<file path="config.mk">
export PLATFORM = sky130hd
export DESIGN_NAME = mem_exec_unit
export DESIGN_NICKNAME = d
export VERILOG_FILES = /design/src/rtl/mem_exec_unit.sv
export SDC_FILE = /design/constraint.sdc
export NUM_CORES = 1
export LEC_CHECK = 0
export CAP_MARGIN = 0
export CORE_ASPECT_RATIO = 0.6
export CORE_MARGIN = 1
export CORE_UTILIZATION = 35
export CTS_CLUSTER_DIAMETER = 30
export DETAILED_ROUTE_END_ITERATION = 8
export REMOVE_ABC_BUFFERS = 1
export SYNTH_ARGS = -nofsm -noshare
export SYNTH_HDL_FRONTEND = slang
export SYNTH_SLANG_ARGS = --single-unit
</file>
<file path="constraint.sdc">
create_clock -name clk -period 3.2 [get_ports clk]
set_clock_uncertainty 0.15 [all_clocks]
set_input_delay 0.64 -clock clk [delete_from_list [all_inputs] [get_ports clk]]
set_output_delay 0.64 -clock clk [all_outputs]
set_load 0.005 [all_outputs]
</file>
<file path="src/rtl/mem_exec_unit.sv">
// Accumulator execution unit. It accepts opcode+operand words over a valid/ready handshake,
// updates a DATA_W-bit accumulator and raises status flags. DIV runs on a multi-cycle
// restoring divider and stalls the fetch side until it completes.
module mem_exec_unit #(
    parameter int unsigned DATA_W = 6,
    parameter bit          SAT_EN = 1'b1
) (
    input  logic              clk,
    input  logic              rst,
    input  logic              instr_valid,
    input  logic [DATA_W+2:0] instr,
    output logic              instr_ready,
    output logic [DATA_W-1:0] final_out,
    output logic [DATA_W-1:0] rem_out,
    output logic              done,
    output logic              flag_zero,
    output logic              flag_ovf,
    output logic              flag_div0
);

    localparam int unsigned CNT_W = $clog2(DATA_W + 1);

    localparam logic [2:0] OpLoad = 3'b000;
    localparam logic [2:0] OpAdd  = 3'b001;
    localparam logic [2:0] OpSub  = 3'b010;
    localparam logic [2:0] OpShr  = 3'b011;
    localparam logic [2:0] OpShl  = 3'b100;
    localparam logic [2:0] OpDiv  = 3'b101;
    localparam logic [2:0] OpClr  = 3'b110;
    localparam logic [2:0] OpNop  = 3'b111;

    typedef enum logic [0:0] {StIdle, StDiv} state_e;

    state_e            state_q, state_d;
    logic [DATA_W-1:0] acc_q, acc_d;
    logic [DATA_W-1:0] rem_q, rem_d;
    logic              done_q, done_d;
    logic              zero_q, zero_d;
    logic              ovf_q, ovf_d;
    logic              div0_q, div0_d;
    // Divider working state: quo_q starts as the dividend and shifts quotient bits in from the
    // bottom; part_q is the partial remainder; dvsr_q the latched divisor.
    logic [DATA_W-1:0] quo_q, quo_d;
    logic [DATA_W-1:0] part_q, part_d;
    logic [DATA_W-1:0] dvsr_q, dvsr_d;
    logic [CNT_W-1:0]  cnt_q, cnt_d;

    logic [2:0]        opcode;
    logic [DATA_W-1:0] operand;
    logic [DATA_W:0]   sum;
    logic [DATA_W:0]   diff;
    logic [DATA_W:0]   trial;
    logic [DATA_W:0]   trial_sub;
    logic              fits;
    logic [DATA_W-1:0] quo_next;
    logic [DATA_W-1:0] part_next;

    assign opcode      = instr[DATA_W+2:DATA_W];
    assign operand     = instr[DATA_W-1:0];
    assign instr_ready = (state_q == StIdle);
    assign final_out   = acc_q;
    assign rem_out     = rem_q;
    assign done        = done_q;
    assign flag_zero   = zero_q;
    assign flag_ovf    = ovf_q;
    assign flag_div0   = div0_q;

    // Arithmetic datapath: single-cycle ALU results and one restoring-divider step.
    always_comb begin
        sum       = {1'b0, acc_q} + {1'b0, operand};
        diff      = {1'b0, acc_q} - {1'b0, operand};
        trial     = {part_q, quo_q[DATA_W-1]};
        fits      = (trial >= {1'b0, dvsr_q});
        trial_sub = trial - {1'b0, dvsr_q};
        part_next = fits ? trial_sub[DATA_W-1:0] : trial[DATA_W-1:0];
        quo_next  = (quo_q << 1) | DATA_W'(fits);
    end

    // Next-state: instruction decode in IDLE, divider iteration in DIV.
    always_comb begin
        state_d = state_q;
        acc_d   = acc_q;
        rem_d   = rem_q;
        done_d  = 1'b0;
        zero_d  = zero_q;
        ovf_d   = ovf_q;
        div0_d  = div0_q;
        quo_d   = quo_q;
        part_d  = part_q;
        dvsr_d  = dvsr_q;
        cnt_d   = cnt_q;

        unique case (state_q)
            StIdle: begin
                if (instr_valid) begin
                    done_d = 1'b1;
                    case (opcode)
                        OpLoad: acc_d = operand;
                        OpAdd: begin
                            ovf_d = sum[DATA_W];
                            acc_d = (SAT_EN && sum[DATA_W]) ? '1 : sum[DATA_W-1:0];
                        end
                        OpSub: begin
                            ovf_d = diff[DATA_W];
                            acc_d = (SAT_EN && diff[DATA_W]) ? '0 : diff[DATA_W-1:0];
                        end
                        OpShr: begin
                            ovf_d = 1'b0;
                            acc_d = acc_q >> 1;
                        end
                        OpShl: begin
                            ovf_d = acc_q[DATA_W-1];
                            acc_d = (SAT_EN && acc_q[DATA_W-1]) ? '1 : (acc_q << 1);
                        end
                        OpDiv: begin
                            done_d  = 1'b0;
                            state_d = StDiv;
                            quo_d   = acc_q;
                            part_d  = '0;
                            dvsr_d  = operand;
                            cnt_d   = '0;
                        end
                        OpClr: begin
                            acc_d = '0;
                            rem_d = '0;
                        end
                        OpNop: acc_d = acc_q;
                        default: acc_d = acc_q;
                    endcase
                    // DIV sets flag_zero when it retires, not when it is accepted.
                    if (opcode != OpDiv) begin
                        zero_d = (acc_d == '0);
                    end
                end
            end
            StDiv: begin
                quo_d  = quo_next;
                part_d = part_next;
                if (cnt_q == CNT_W'(DATA_W - 1)) begin
                    // With a zero divisor every step "fits", so the quotient is all ones and
                    // the remainder ends up equal to the dividend.
                    acc_d   = quo_next;
                    rem_d   = part_next;
                    div0_d  = (dvsr_q == '0);
                    zero_d  = (quo_next == '0);
                    done_d  = 1'b1;
                    state_d = StIdle;
                end else begin
                    cnt_d = cnt_q + CNT_W'(1);
                end
            end
            default: state_d = StIdle;
        endcase
    end

    // State and output registers; async reset aborts any division in flight.
    always_ff @(posedge clk or negedge rst) begin
        if (!rst) begin
            state_q <= StIdle;
            acc_q   <= '0;
            rem_q   <= '0;
            done_q  <= 1'b0;
            zero_q  <= 1'b0;
            ovf_q   <= 1'b0;
            div0_q  <= 1'b0;
            quo_q   <= '0;
            part_q  <= '0;
            dvsr_q  <= '0;
            cnt_q   <= '0;
        end else begin
            state_q <= state_d;
            acc_q   <= acc_d;
            rem_q   <= rem_d;
            done_q  <= done_d;
            zero_q  <= zero_d;
            ovf_q   <= ovf_d;
            div0_q  <= div0_d;
            quo_q   <= quo_d;
            part_q  <= part_d;
            dvsr_q  <= dvsr_d;
            cnt_q   <= cnt_d;
        end
    end

endmodule
</file>
* Word level (Yosys, flattened, before mapping)
Index checks and enable logic that the tools add are counted.
** Storage, ports and cells
- Bits in registers :: 38
- Bits of input ports :: 12
- Output and inout port bits :: 17
** Operators by class
- Add/sub/neg operators :: 4
- Order comparisons :: 1
- Eq/ne operators :: 14
- Mux-type cells :: 37
- Bitwise operators :: 2
- Reduce and logical (&&, ||, !) cells :: 13
** Operator list (count)
- 2-to-1 mux 6 bit :: 15
- case mux 6 bit (2 select lines) :: 4
- case mux 6 bit (6 select lines) :: 1
- logical NOT 6 bit :: 3
- AND reduction 3 bit :: 5
- == test 3 bit (second input constant) :: 4
- 2-to-1 mux 1 bit :: 9
- 2-to-1 mux 3 bit :: 3
- inequality test 2 x 1 -> 1 bit (second input constant) :: 4
- adder 6 x 6 -> 7 bit :: 1
- greater-or-equal comparator 7 x 6 -> 1 bit :: 1
- subtractor 6 x 6 -> 7 bit :: 1
- == test 3 x 2 -> 1 bit (second input constant) :: 2
- OR 6 x 1 -> 6 bit :: 1
- case mux 1 bit (2 select lines) :: 3
- case mux 3 bit (2 select lines) :: 1
- AND reduction 2 bit :: 3
- subtractor 6 bit :: 1
- inequality test 2 bit (second input constant) :: 2
- case mux 1 bit (4 select lines) :: 1
- nonzero test 4 bit :: 1
- adder 3 x 1 -> 3 bit (second input constant) :: 1
- == test 3 x 1 -> 1 bit (second input constant) :: 1
- logical NOT 3 bit :: 1
- 2 further kinds :: 2

* Longest topological paths before layout
- Word-level depth :: 9
- Gate-level depth with buffers :: 11

* Worst setup path after synthesis
OpenSTA, ideal clock, no wires.
- Path kind :: input -> register
- Start :: input instr[0]
- End :: register zero_q (netlist: flag_zero)
- Data arrival time :: 2481 ps
- Required time :: 2984 ps
- Slack :: 503 ps
- Cell stages on the path :: 10
- Cells stage by stage :: ha_1 > inv_1 > fa_1 > o21ba_4 > o21bai_4 > mux2i_1 > a221oi_2 > o311ai_1 > nor4_1 > a22o_1
** Between the ends
- Word-level cells in the longest chain between the ends :: 9
- Elaborated cells on any way between the ends :: 11
** RTL lines
- start, declared :: RTL line 11 : input logic [DATA_W+2:0] instr,
- subtractor 6 x 6 -> 7 bit or adder 6 x 6 -> 7 bit (tied branches) :: RTL line 71, 70
- 2-to-1 mux 6 bit (on tied branches) :: RTL line 105, 101
- case mux 6 bit (6 select lines) * :: RTL line 97 : case (opcode)
- 2-to-1 mux 6 bit * :: RTL line 95 : if (instr_valid) begin
- 2-to-1 mux 6 bit * :: RTL line 93 : unique case (state_q)
- logical NOT 6 bit * :: RTL line 132 : zero_d = (acc_d == '0);
- 2-to-1 mux 1 bit * :: RTL line 131 : if (opcode != OpDiv) begin
- 2-to-1 mux 1 bit * :: RTL line 95
- case mux 1 bit (2 select lines) * :: RTL line 93
- end signal, assigned :: RTL line 175 : zero_q <= zero_d;
- end, declared :: RTL line 38 : logic zero_q, zero_d;
Mark *: on every way between the ends. The rest lies on a longest branch, timed or not. The select of a mux whose other input is x is not followed.
A chain may end at the register's enable or synchronous reset.

* Final worst setup path
Ends and elaborated chain as after synthesis.

==> results.md <==
* Max-cap viol count at 0
* DRC viols at 0
* Status: finished, final reports clean
* Fmax at around 320 MHz
* Area Overhead vs Synth at 29.5%
* R2R Path End: flag_zero$_DFFE_PN0P_
* Register area at ~950 sq um
* Vias in the first global route at around 2500
* Worst setup SP type: input port
* Antenna Cells at 0
* Total iterations of the first detailed-routing run at 4
* WHS at around 0.31 ns
* Slew Viols, Final at 0
* Synthesized area per cell at between 8 and 9 sq um
* Global route overflow at 0
* Fillers at roughly 760
* Share of layout cells above drive strength 1 at 19.7%
* DP Area at roughly 0.0035 sq mm
* Max clock buf depth at 2
* Worst Path Required at about 3.2 ns
* Leakage at between 1.5 and 2 nW
* Clock tree from TritonCTS: done
* Tot GR Track Use at slightly above 20%
* Nets at between 400 and 500
* DIE AREA at around 0.0086 sq mm
* EDFF count, synth at 0
* Ranking of synthesized cells by area: dfrtp_1 33%, ha_1 8.7%, o21ai_0 7.0%
* Hold Fails Final Rpt at 0
* R2r setup slk at ~0.43 ns
* DP Worst Slack at -0.276 ns
* Final worst-path cycle share at approximately 98%
* R2r worst-path depth at 9
* WL/cell at roughly 17 um
* H-tree levels at 2
* Row cnt at 25
* Element type at the critical path end: register
* Final design utilization at around 47%
* Async S/R FF share, synth at 100%
* Skew-Pair Late Insertion Delay at around 0.28 ns
* Worst slew pin tran at ~0.85 ns
* Core area at ~0.0079 sq mm
* Remaining antenna violation count at 0
* Final setup viols at 0
* Via count at between 2000 and 3000
* Worst-path clk slew at around 0.060 ns
* Final wirelength at approximately 8300 um
* PD cells at 967 mW/mm^2
* Ys Warns at 0
* Slew HR at 43.0%
* Crit. Startpoint: instr[0]
* Initial core utilization at between 30% and 40%
* Share of the yosys chip area belonging to registers at between 30% and 40%
* Mapped Cells at between 300 and 400
* Worst reg2reg path startpoint: final_out[1]$_DFFE_PN0P_
* CTS Hold Bufs at 0
* Ports at 29
* Synth Register Bits at 38
* Max FO, Critical Path at 4
* Synth top area share at between 30% and 40%
* Initial antenna violation count at 0
* CP arrival at roughly 3.2 ns
* Crit path kind: input port to register
* Drt first-iter violations at 232
* Multi-input combinational cell area at 0.00175 sq mm
* Via-per-instance ratio at around 5.2
* CTS Root Cell: clkbuf_16
* Post-synth top area cell: dfrtp_1
* Hold crit path type: input port to async pin
* Mapped cell area at between 0.002 and 0.003 sq mm
* Final non-filler cell area at 0.00371 sq mm
* Post-synth top cells: 40 x o21ai_0, 38 x dfrtp_1, 36 x nand2_1, 30 x nor2_1, 24 x inv_1
* Clock buffer count from CTS at 5
* Final Wtd Congestion at between 0.9 and 1
* Clock sinks at 38
* Fin crit period at approximately 3.1 ns
* Main synth FF type: dfrtp_1
* Leading cell type by number of instances after synthesis: o21ai_0
* Worst setup margin at between 0.06 and 0.07 ns
* Die Height at approximately 72 um
* Die X at ~120 um
* Global-route wire length before repair at 13300 um
* Largest net degree at the start of global routing at 39
* Peak VDD IR at a little under 500 uV
* PortBufs at 28
* DP Wirelength at around 6600 um
* Netlist cell types at 60
## how the worst max path moves through the flow
stage | to | slack, ns | depth (start not counted)
final | flag_zero$_DFFE_PN0P_ | 0.06 | 11
after global routing | flag_zero$_DFFE_PN0P_ | -0.02 | 11
after CTS | flag_zero$_DFFE_PN0P_ | 0.01 | 11
after detailed placement | flag_zero$_DFFE_PN0P_ | -0.28 | 11
after global placement | flag_zero$_DFFE_PN0P_ | -0.28 | 11
after floorplan | flag_zero$_DFFE_PN0P_ | 0.50 | 10
## placed cells by master (no fill, tap or decap), types with 3 or more instances in the layout
cell type | synthesis | final
a21boi_0 | 3 | 3
a21oi_1 | 17 | 17
buf_4 | 0 | 43
clkbuf_16 | 0 | 5
clkdlybuf4s50_1 | 0 | 27
dfrtp_1 | 38 | 38
ha_1 | 20 | 20
inv_1 | 24 | 24
mux2_2 | 3 | 3
mux2i_1 | 12 | 12
nand2_1 | 36 | 36
nand2b_1 | 3 | 3
nand3_1 | 8 | 8
nor2_1 | 30 | 29
nor2b_1 | 5 | 5
nor3_1 | 8 | 7
o21a_1 | 3 | 3
o21ai_0 | 40 | 39
o31ai_1 | 4 | 4
xnor2_1 | 7 | 7
## worst max-delay path, stage by stage
cell             delay [ns]
clkdlybuf4s50_1        0.50
ha_1                   0.18
inv_1                  0.06
fa_2                   0.35
o21ba_4                0.23
o41ai_2                0.21
buf_4                  0.19
o21ai_0                0.12
a31oi_2                0.35
nor4_2                 0.08
a22o_1                 0.24
## state kept, by name (all words and copies together) (netlist names)
register and count:
rem_out 6, flag_ovf 1, state_q 1, flag_zero 1, cnt_q 3, part_q 6
dvsr_q 6, flag_div0 1, quo_q 6, done 1, final_out 6
## layer usage
layer  GRT usage [%]  vias up  routed length (um)
li1                -     1306                   -
met1            32.9     1256                4540
met2            27.4       78                3180
met3            4.25        4                 571
met4            4.22        0                  48
met5               0        -                   0
## where the power goes
| part | total [mW] | internal (mW) | switching [mW] |
|---|---|---|---|
| clock network | 0.504 | 0.308 | 0.196 |
| registers | 0.912 | 0.699 | 0.213 |
| logic | 2.17 | 1.05 | 1.12 |
## per-stage QoR
stage / std cells / power (mW) / TNS (ns)
floorplan: 316 / 2.15 / 0
global placement: 495 / 3.02 / -0.907
detailed placement: 495 / 3.04 / -1.07
CTS: 503 / 3.56 / 0
global route: 504 / 3.89 / -0.0150
finish: 504 / 3.59 / 0
## layout make-up
class,instances,share of cell area (%)
Clock inverter,2,0.337
Multi-Input combinational cell,252,47.0
Inverter,26,3.00
Tap cell,108,3.64
Timing Repair Buffer,72,16.6
Sequential cell,38,25.6
Clock buffer,6,3.74
## repair_timing
item,in CTS,in global routing
endpoints found under the setup margin,0,4
buffers inserted,0,1
gates resized for setup,0,8
## cell families after synthesis
kind of cell	count (synthesis)	synth area share [%]
AOI/OAI and AO/OA	100	23.8
xor gates and xnor gates	9	2.75
adders and majority gates	23	10.8
buffers and inverters	40	6.94
DFF	38	33.2
muxes	15	5.37
and+or+nand+nor	105	17.1
No activity file was read; power rests on OpenSTA's default activity.
